## src/rtl/pre_if_stage.sv

```systemverilog
// Pre-IF stage: generates SRAM-like instruction fetch requests, tracks the
// fetch PC and parks redirects (exception, eret, branch) that arrive while no
// handshake is possible so the next fetch goes to the newest redirect target.
module pre_if_stage (
  input  logic        clock,
  input  logic        reset,
  input  logic        if_allow_in,
  input  logic        branch_taken,
  input  logic [31:0] branch_target,
  input  logic        exception_valid,
  input  logic        eret_flush,
  input  logic [31:0] exception_address,
  output logic        inst_req,
  output logic        inst_wr,
  output logic [1:0]  inst_size,
  output logic [31:0] inst_addr,
  input  logic        inst_addr_ok,
  output logic        to_if_valid,
  output logic [31:0] to_if_program_count,
  output logic        to_if_discard
);

  localparam logic [31:0] RESET_PC     = 32'hbfc00000;
  localparam logic [31:0] EXCEPTION_PC = 32'hbfc00380;

  typedef enum logic {
    IDLE = 1'b0,
    REQ  = 1'b1
  } state_t;

  state_t      state;
  logic [31:0] fetch_pc;
  logic        redirect_valid;
  logic [31:0] redirect_target;

  logic        live_redirect;
  logic [31:0] live_target;
  logic        handshake;
  logic [31:0] redirect_or_pc;

  // Redirect source selection, exception highest, then eret, then branch.
  always_comb begin
    live_redirect = exception_valid | eret_flush | branch_taken;
    live_target   = branch_target;
    if (exception_valid) begin
      live_target = EXCEPTION_PC;
    end else if (eret_flush) begin
      live_target = exception_address;
    end
  end

  // Pending redirect wins over the default PC, live redirect wins over both.
  always_comb begin
    redirect_or_pc = fetch_pc;
    if (live_redirect) begin
      redirect_or_pc = live_target;
    end else if (redirect_valid) begin
      redirect_or_pc = redirect_target;
    end
  end

  // Memory-side and IF-side outputs; reset masks the request immediately.
  always_comb begin
    inst_req            = (state == REQ) && !reset;
    inst_wr             = 1'b0;
    inst_size           = 2'b10;
    inst_addr           = fetch_pc;
    handshake           = inst_req && inst_addr_ok;
    to_if_valid         = handshake;
    to_if_program_count = fetch_pc;
    to_if_discard       = handshake && (redirect_valid || live_redirect);
  end

  // Fetch FSM: PC advance, redirect capture and request sequencing.
  always_ff @(posedge clock) begin
    if (reset) begin
      state           <= IDLE;
      fetch_pc        <= RESET_PC;
      redirect_valid  <= 1'b0;
      redirect_target <= '0;
    end else begin
      case (state)
        IDLE: begin
          if (if_allow_in) begin
            fetch_pc       <= redirect_or_pc;
            redirect_valid <= 1'b0;
            state          <= REQ;
          end else if (live_redirect) begin
            redirect_valid  <= 1'b1;
            redirect_target <= live_target;
          end
        end
        REQ: begin
          if (handshake) begin
            if (live_redirect || redirect_valid) begin
              fetch_pc <= redirect_or_pc;
            end else begin
              fetch_pc <= fetch_pc + 32'd4;
            end
            redirect_valid <= 1'b0;
            state          <= if_allow_in ? REQ : IDLE;
          end else if (live_redirect) begin
            redirect_valid  <= 1'b1;
            redirect_target <= live_target;
          end
        end
        default: state <= IDLE;
      endcase
    end
  end

endmodule

```

## config.mk

```make
export PLATFORM = sky130hd
export DESIGN_NAME = pre_if_stage
export DESIGN_NICKNAME = d
export VERILOG_FILES = /design/src/rtl/pre_if_stage.sv
export SDC_FILE = /design/constraint.sdc
export NUM_CORES = 1
export LEC_CHECK = 0
export BUFFER_PORTS_ARGS = -buffer_cell sky130_fd_sc_hd__buf_2
export CORE_ASPECT_RATIO = 2
export CORE_MARGIN = 2
export CORE_UTILIZATION = 47
export DETAILED_ROUTE_END_ITERATION = 10
export PLACE_DENSITY = 0.77
export REMOVE_ABC_BUFFERS = 1
export SYNTH_ARGS = -nofsm -noshare
export SYNTH_HDL_FRONTEND = slang
export SYNTH_SLANG_ARGS = --single-unit
```

## constraint.sdc

```tcl
create_clock -name clock -period 1.66 [get_ports clock]
set_input_delay 0.083 -clock clock [delete_from_list [all_inputs] [get_ports clock]]
set_output_delay 0.083 -clock clock [all_outputs]
set_load 0.03 [all_outputs]
```

# [After elaboration in Yosys (flattened, before gate mapping)]
# Cells that the tools add are included.
[op_classes] addsub=1 multipliers=0 div=0 order_cmp=0 eq_ne=4 shift=0 muxes=19 n_bitwise=3 n_reduce_logical=7
[op_table] cell="$mux W32" n=10
[op_table] cell="$pmux W32 S2" n=2
[op_table] cell="$add A32 B3 Y32 const B" n=1
[op_table] cell="$ne A2 B2 Y1 const B" n=4
[op_table] cell="$mux W1" n=5
[op_table] cell="$pmux W1 S2" n=2
[op_table] cell="$reduce_and A2 Y1" n=2
[op_table] cell="$logic_and A1 B1 Y1" n=3
[op_table] cell="$or A1 B1 Y1" n=2
[op_table] cell="$logic_not A1 Y1" n=1
[op_table] cell="$logic_or A1 B1 Y1" n=1
[op_table] cell="$not A1 Y1" n=1
[word_totals] regBits=66 latch_bits=0 ramBits=0 romBits=0 out_inout_bits=70 wordCells=38 memories=0

# [Logic depth before layout (Yosys ltp)]
# Gate-level depths: netlist of run 1.
[logic_depth] ltp_word=6 ltp_mapped=8

# [Worst setup path before layout of run 1]
# No wires, ideal clock.
[synth_path] path_type="reg2reg" startpoint="register fetch_pc[8], in the netlist inst_addr[8]" endpoint="register fetch_pc[31], in the netlist inst_addr[31]" t_arrival_ns=1.945 setup_slack_ns=-0.412 path_stages_with_launch=7 path_buffers=1 period_less_slack_ns=2.072 path_cell_list="dfxtp_1 -> buf_2 -> nand4_2 -> or4_4 -> nor4_4 -> and4_1 -> a211oi_2"
[synth_via] elab_chain_cells=4
[synth_lines] item="from (decl)" line="32" text="logic [31:0] fetch_pc;"
[synth_lines] item="from (signal assigned)" line="85" text="fetch_pc <= redirect_or_pc;"
[synth_lines] item="from (signal assigned)" line="96" text="fetch_pc <= redirect_or_pc;"
[synth_lines] item="from (signal assigned)" line="98" text="fetch_pc <= fetch_pc + 32'd4;"
[synth_lines] item="$add A32 B3 Y32" line="98"
[synth_lines] item="$mux W32" line="95" text="if (live_redirect || redirect_valid) begin"
[synth_lines] item="$mux W32" line="94" text="if (handshake) begin"
[synth_lines] item="$pmux W32 S2" line="82" text="case (state)"
# Every way passes these cells. The select of a mux whose other input is x is not followed.
# A chain may end at the register's enable or synchronous reset.

# [Final worst setup path of run 1]
[layout_path] startpoint="register fetch_pc[11], in the netlist inst_addr[11]" endpoint="register fetch_pc[31], in the netlist inst_addr[31]"
# The elaborated chain is that of the path after synthesis.

==> results of run 1 <==
power breakdown:
part           total (mW)  internal (mW)  leakage, nW  switching (mW)
registers            1.79           1.71        0.548          0.0831
logic                1.37          0.519         2.01           0.848
clock network        1.81           1.08        0.145           0.725
final timing paths:
| path | end | slack (ps) | depth (start not counted) |
|---|---|---|---|
| max | inst_addr[31] | -50 | 5 |
| min | state | 20 | 3 |
| max reg2reg | inst_addr[31] | -50 | 5 |
| min reg2reg | redirect_target[5] | 450 | 2 |
registers in the layout, indices dropped and copies added, names as in the netlist:
name             count
inst_addr           32
redirect_target     32
state                1
redirect_valid       1
logic make-up after synthesis:
logic type | synth area share (%)
fa+ha+maj | 0.271
flops | 28.6
buf+inv | 12.3
compound gates | 29.2
other cells | 0.163
mux | 3.28
simple gates | 26.2
placed cells by master (no fill, tap or decap), types with 4 or more instances in the layout:
cell type	netlist	layout
o21a_1	4	4
buf_2	12	137
a31oi_1	6	6
and4_1	9	7
nor3b_1	13	13
a32o_1	4	4
nand2_1	54	52
dfxtp_2	0	7
o21ai_0	27	26
nand3_1	13	9
o32ai_1	8	8
and2_1	5	6
nand4_1	12	12
inv_1	25	24
clkbuf_16	0	9
o21ai_1	12	12
o22ai_1	7	7
a221oi_1	10	9
o311ai_0	8	8
nor3_1	19	18
mux2i_1	14	14
nor2_1	57	53
dfxtp_1	66	57
nand2b_1	5	4
buf_12	0	4
clkinv_2	0	4
buf_4	35	90
a21oi_1	50	50
a211oi_1	27	26
nor4_1	5	4
o211ai_1	7	7
nor2b_1	17	16
per-layer routing:
metal / share of wire (%) / GRT usage, % / wire length [um] / up-vias
met3: 4.2 / 3.83 / 706 / 60
li1: - / - / - / 2596
met2: 55 / 56.8 / 9080 / 213
met4: 4.6 / 19.6 / 762 / 0
met1: 37 / 32.4 / 6080 / 2647
met5: 0 / 0 / 0 / -
what timing repair did:
item	in CTS	in global routing
hold buffers	0	0
setup endpoints to repair	24	33
setup buffers	0	2
cloned	0	0
pin swaps	4	12
resized for setup	24	26
critical path, delay by kind of cell (launching register included):
| family | cells | cell delay, ps |
|---|---|---|
| AOI/OAI and AO/OA | 1 | 40 |
| DFF | 1 | 350 |
| and+or+nand+nor | 4 | 1210 |
cell type report:
class | count | area share, %
clock buffer | 11 | 4.05
inverter | 25 | 1.50
clock inverter | 5 | 0.461
multi-input combinational | 448 | 46.3
tap | 132 | 2.65
sequential | 66 | 21.4
timing repair buffer | 234 | 23.6
metrics by stage:
step / std cells / worst slack, ps / hold slack, ps / total power, mW
2_1_floorplan: 539 / -1410 / 152 / 2.51
3_3_place_gp: 903 / -93.7 / 335 / 3.10
3_5_place_dp: 903 / -178 / 346 / 3.13
4_1_cts: 919 / -47.5 / 9.37 / 4.93
5_1_grt: 921 / -120 / 47.8 / 5.16
6_report: 921 / -48.6 / 18.9 / 4.96
==> metrics.yaml, run 1 <==
finish:
  seqCellArea_um2: 1340
  syn2layout_area_growth_pct: 35.2
  diodes: 0
  nNetsFinal: 856
  final_core_util_pct: 64.8
  drive_above_1_share_pct: 37.8
  multi_input_area_um2: 2890
  stdcell_area_um2: 6240
  fillers: 872
worst_setup_path:
  start_kind: "register"
  slowest_stage: "or4_4"
  r2r_start: "inst_addr[11]"
  crit_required_ps: 1890
  cp.arrival_ps: 1930
  critPathKind: "register to register"
  worstPathCellList: "nand4_2 > or4_4 > nor4_4 > and4_1 > a211oi_2"
  critPathMaxFanout: 4
  startpoint: "inst_addr[11]"
  endpoint_kind: "register"
  cpPeakStageDelay_ps: 570
global_route:
  grt_max_degree: 44
  grt_antenna_before_repair: 0
  grt_use_total_pct: 31.2
  grt_pass1_vias: 5338
  grt_pass1_wl_um: 25700
  gr-total-overflow: 0
drt:
  wl_per_cell_um: 18.1
  vias_per_cell: 5.99
  firstDrtPassIters: 5
  drt_iter0_drc: 364
  ant_nets: 0
  vias: 5516
  drt-total-wl_um: 16600
  drc: 0
die:
  die_w_um: 74.1
  rows: 51
  core_um2: 9640
  io_pins: 141
  fp.dieArea_um2: 10700
  start_util_pct: 47.9
  die_h_um: 144
synthesis:
  synth_top_cell_by_area: "dfxtp_1"
  synth_edf_count: 0
  synth_common_cells: "dfxtp_1 (66), nor2_1 (57), nand2_1 (54)"
  ys_ff_latch: 66
  syn_inst: 625
  ys_types: 65
  yosysWarnings: 0
  synth_ff_type: "dfxtp_1"
  synthArstFlopShare_pct: 0
  synth_top_area_share_pct: 28.6
  synth_most_common_cell: "dfxtp_1"
  syn_area_um2: 4620
  synth_area_leaders: "dfxtp_1 (29%), buf_4 (5.7%), a21oi_1 (5.4%)"
  yosysSeqAreaShare_pct: 28.6
  synth_area_per_cell_um2: 7.39
place:
  postPlaceCellArea_um2: 5770
  gp_congestion: 0.961
  hpwl_um: 12600
  io_buffers: 137
timing:
  layout_min_cycle_time_ps: 1710
  rsz0062_at_grt: "yes"
  timing.final.ws_setup_ps: -48.6
  timing.final.crit_share_pct: 103
  fin_tns_setup_ps: -134
  setup_viol: 4
  relSlewSlack_pct: 64.6
  fmaxAchievable_mhz: 585
  finalClockSkew_ps: 6.63
  finalMaxSlewViolations: 0
  tightest_slew_ps: 531
  hold_violations: 0
worst_hold_path:
  hold_start: "if_allow_in"
  hp-class: "input pin to register"
outcome:
  status: "finished, violations left"
  violations: "setup timing"
run:
  max_cap_violations: 0
clock_tree:
  clk_latency_ps: 340
  cts.path.max_buffers: 2
  clk_pin_slew_worst_paths_ps: 60
  clkSinkCount: 66
  cts_root_buf: "clkbuf_16"
  h-tree-depth: 3
  cts_tree: "built"
  cts_buffers: 9
power:
  p_leak_nw: 2.71
  powerDensity_nw_per_um2: 795
  vdd_drop_max_mv: 0.581
Power figures use the tool's default switching activity.
==> run 2, diff against run 1 <==
- CORE_UTILIZATION: 47 -> 52
- PLACE_DENSITY: 0.77 -> 0.81
- clock period: 1.66 -> 1.7 ns (I/O delays scaled with it)
==> run 2 against run 1 <==
Against the previous run: the flow still finishes with violations (setup timing); power grew 3.3%; clock skew shrank 1.7 ps; setup slack lost 2.9 ps; hold slack gained 34 ps; final area is essentially flat; sequential share of layout area is essentially flat; fmax shrank 2.4%.
==> metrics.yaml, run 2 (synthesis results as in run 1) <==
die:
  fp.dieArea_um2: 9690
  io_pins: 141
  die_h_um: 137
  start_util_pct: 53.4
  rows: 48
  core_um2: 8650
  die_w_um: 70.6
finish:
  multi_input_area_um2: 2890
  fillers: 682
  final_cells: 887
  mostFrequentLayoutCells: "buf_2 (137), buf_4 (88), dfxtp_1 (58), nor2_1 (54), nand2_1 (53)"
  nNetsFinal: 855
  drive_above_1_share_pct: 36.2
  stdcell_area_um2: 6240
  final_core_util_pct: 72.1
  syn2layout_area_growth_pct: 35.1
  diodes: 0
  seqCellArea_um2: 1340
  final_common_cell: "buf_2"
worst_setup_path:
  rrSetupSlack_ps: -50
  crit_family: "simple AND/OR/NAND/NOR gates"
  endpoint_kind: "register"
  worstPathCellList: "nand4_1 > or4_4 > nor4_4 > and4_1 > a211oi_2"
  cp.arrival_ps: 1960
  critPathBufInv: 0
  crit_required_ps: 1910
  critPathMaxFanout: 4
  slowest_stage: "or4_4"
  cpPeakStageDelay_ps: 550
  start_kind: "register"
  critPathKind: "register to register"
clock_tree:
  cts_buffers: 9
  cts.path.max_buffers: 2
  clk_latency_ps: 330
  cts_tree: "built"
  h-tree-depth: 3
  cts_root_buf: "clkbuf_16"
  clkSinkCount: 66
  clk_pin_slew_worst_paths_ps: 50
global_route:
  grt_pass1_wl_um: 25600
  grt_use_total_pct: 33.4
  grt_pass1_vias: 5241
  grt_antenna_before_repair: 0
  gr-total-overflow: 0
  grt_max_degree: 38
timing:
  setup_viol: 7
  finalClockSkew_ps: 4.96
  rsz0062_at_grt: "yes"
  fmaxAchievable_mhz: 571
  timing.final.ws_setup_ps: -51.5
  hold_violations: 0
  timing.final.crit_share_pct: 103
  timing.hold.ws_ps: 52.5
  layout_min_cycle_time_ps: 1750
  fin_tns_setup_ps: -194
  finalMaxSlewViolations: 0
power:
  finalPower_mw: 5.13
  powerDensity_nw_per_um2: 822
  p_leak_nw: 2.69
  vdd_drop_max_mv: 0.841
drt:
  firstDrtPassIters: 5
  drt_iter0_drc: 442
  drt-total-wl_um: 17200
  vias: 5646
  wl_per_cell_um: 19.4
  ant_nets: 0
  vias_per_cell: 6.37
  drc: 0
worst_hold_path:
  hp-class: "input pin to register"
place:
  hpwl_um: 12500
  gp_congestion: 0.952
  postPlaceCellArea_um2: 5700
  dp_slack_ps: -128
  placed_cells: 867
  io_buffers: 137
run:
  max_cap_violations: 0
outcome:
  violations: "setup timing"
  status: "finished, violations left"
[run 2: cell count changes in the layout (fill, tap and decap cells not counted), moves of 2 or more]
cell       change
clkbuf_1       +2
nor2_2         -2
buf_4          -2
clkinv_2       -4
nand3_1        +2
nand3_2        -2
dfxtp_2        -2
bufinv_16      +2
[run 2: area by class of cell]
type	count	share of cell area (%)
inverter	25	1.50
clock inverter	2	0.963
timing repair buffer	233	23.6
multi-input combinational	448	46.3
clock buffer	13	4.17
tap	100	2.01
sequential	66	21.5
[run 2: worst paths after layout]
path | from | end | cells after the start
setup / recovery | inst_addr[2] | inst_addr[31] | 5
hold / removal | if_allow_in | state | 3
setup reg to reg | inst_addr[2] | inst_addr[31] | 5
hold reg to reg | redirect_target[0] | redirect_target[0] | 2
[run 2: tightest hold or removal path: stages]
cell and delay [ps]:
buf_2 130, a21oi_1 50, nor2_1 70
[run 2: timing repair]
item                       4_1_cts  5_1_grt
setup endpoints to repair       15       29
resized for setup               13       33
hold buffers                     0        0
pin swaps                        2        8
gates cloned                     0        0
buffers inserted                 1        4
[run 2: routing by layer]
layer	share of wire, %	vias up	track usage [%]
met5	0	-	0
met1	35	2693	34.6
li1	-	2597	-
met4	6.0	0	22.5
met2	54	283	61.4
met3	5.7	73	4.24
[run 2: power by group]
group / internal [mW] / switching [mW] / leakage (nW)
Sequential: 1.66 / 0.0857 / 0.548
Clock: 1.36 / 0.669 / 0.156
Combinational: 0.508 / 0.844 / 1.99
Total: 3.53 / 1.60 / 2.69
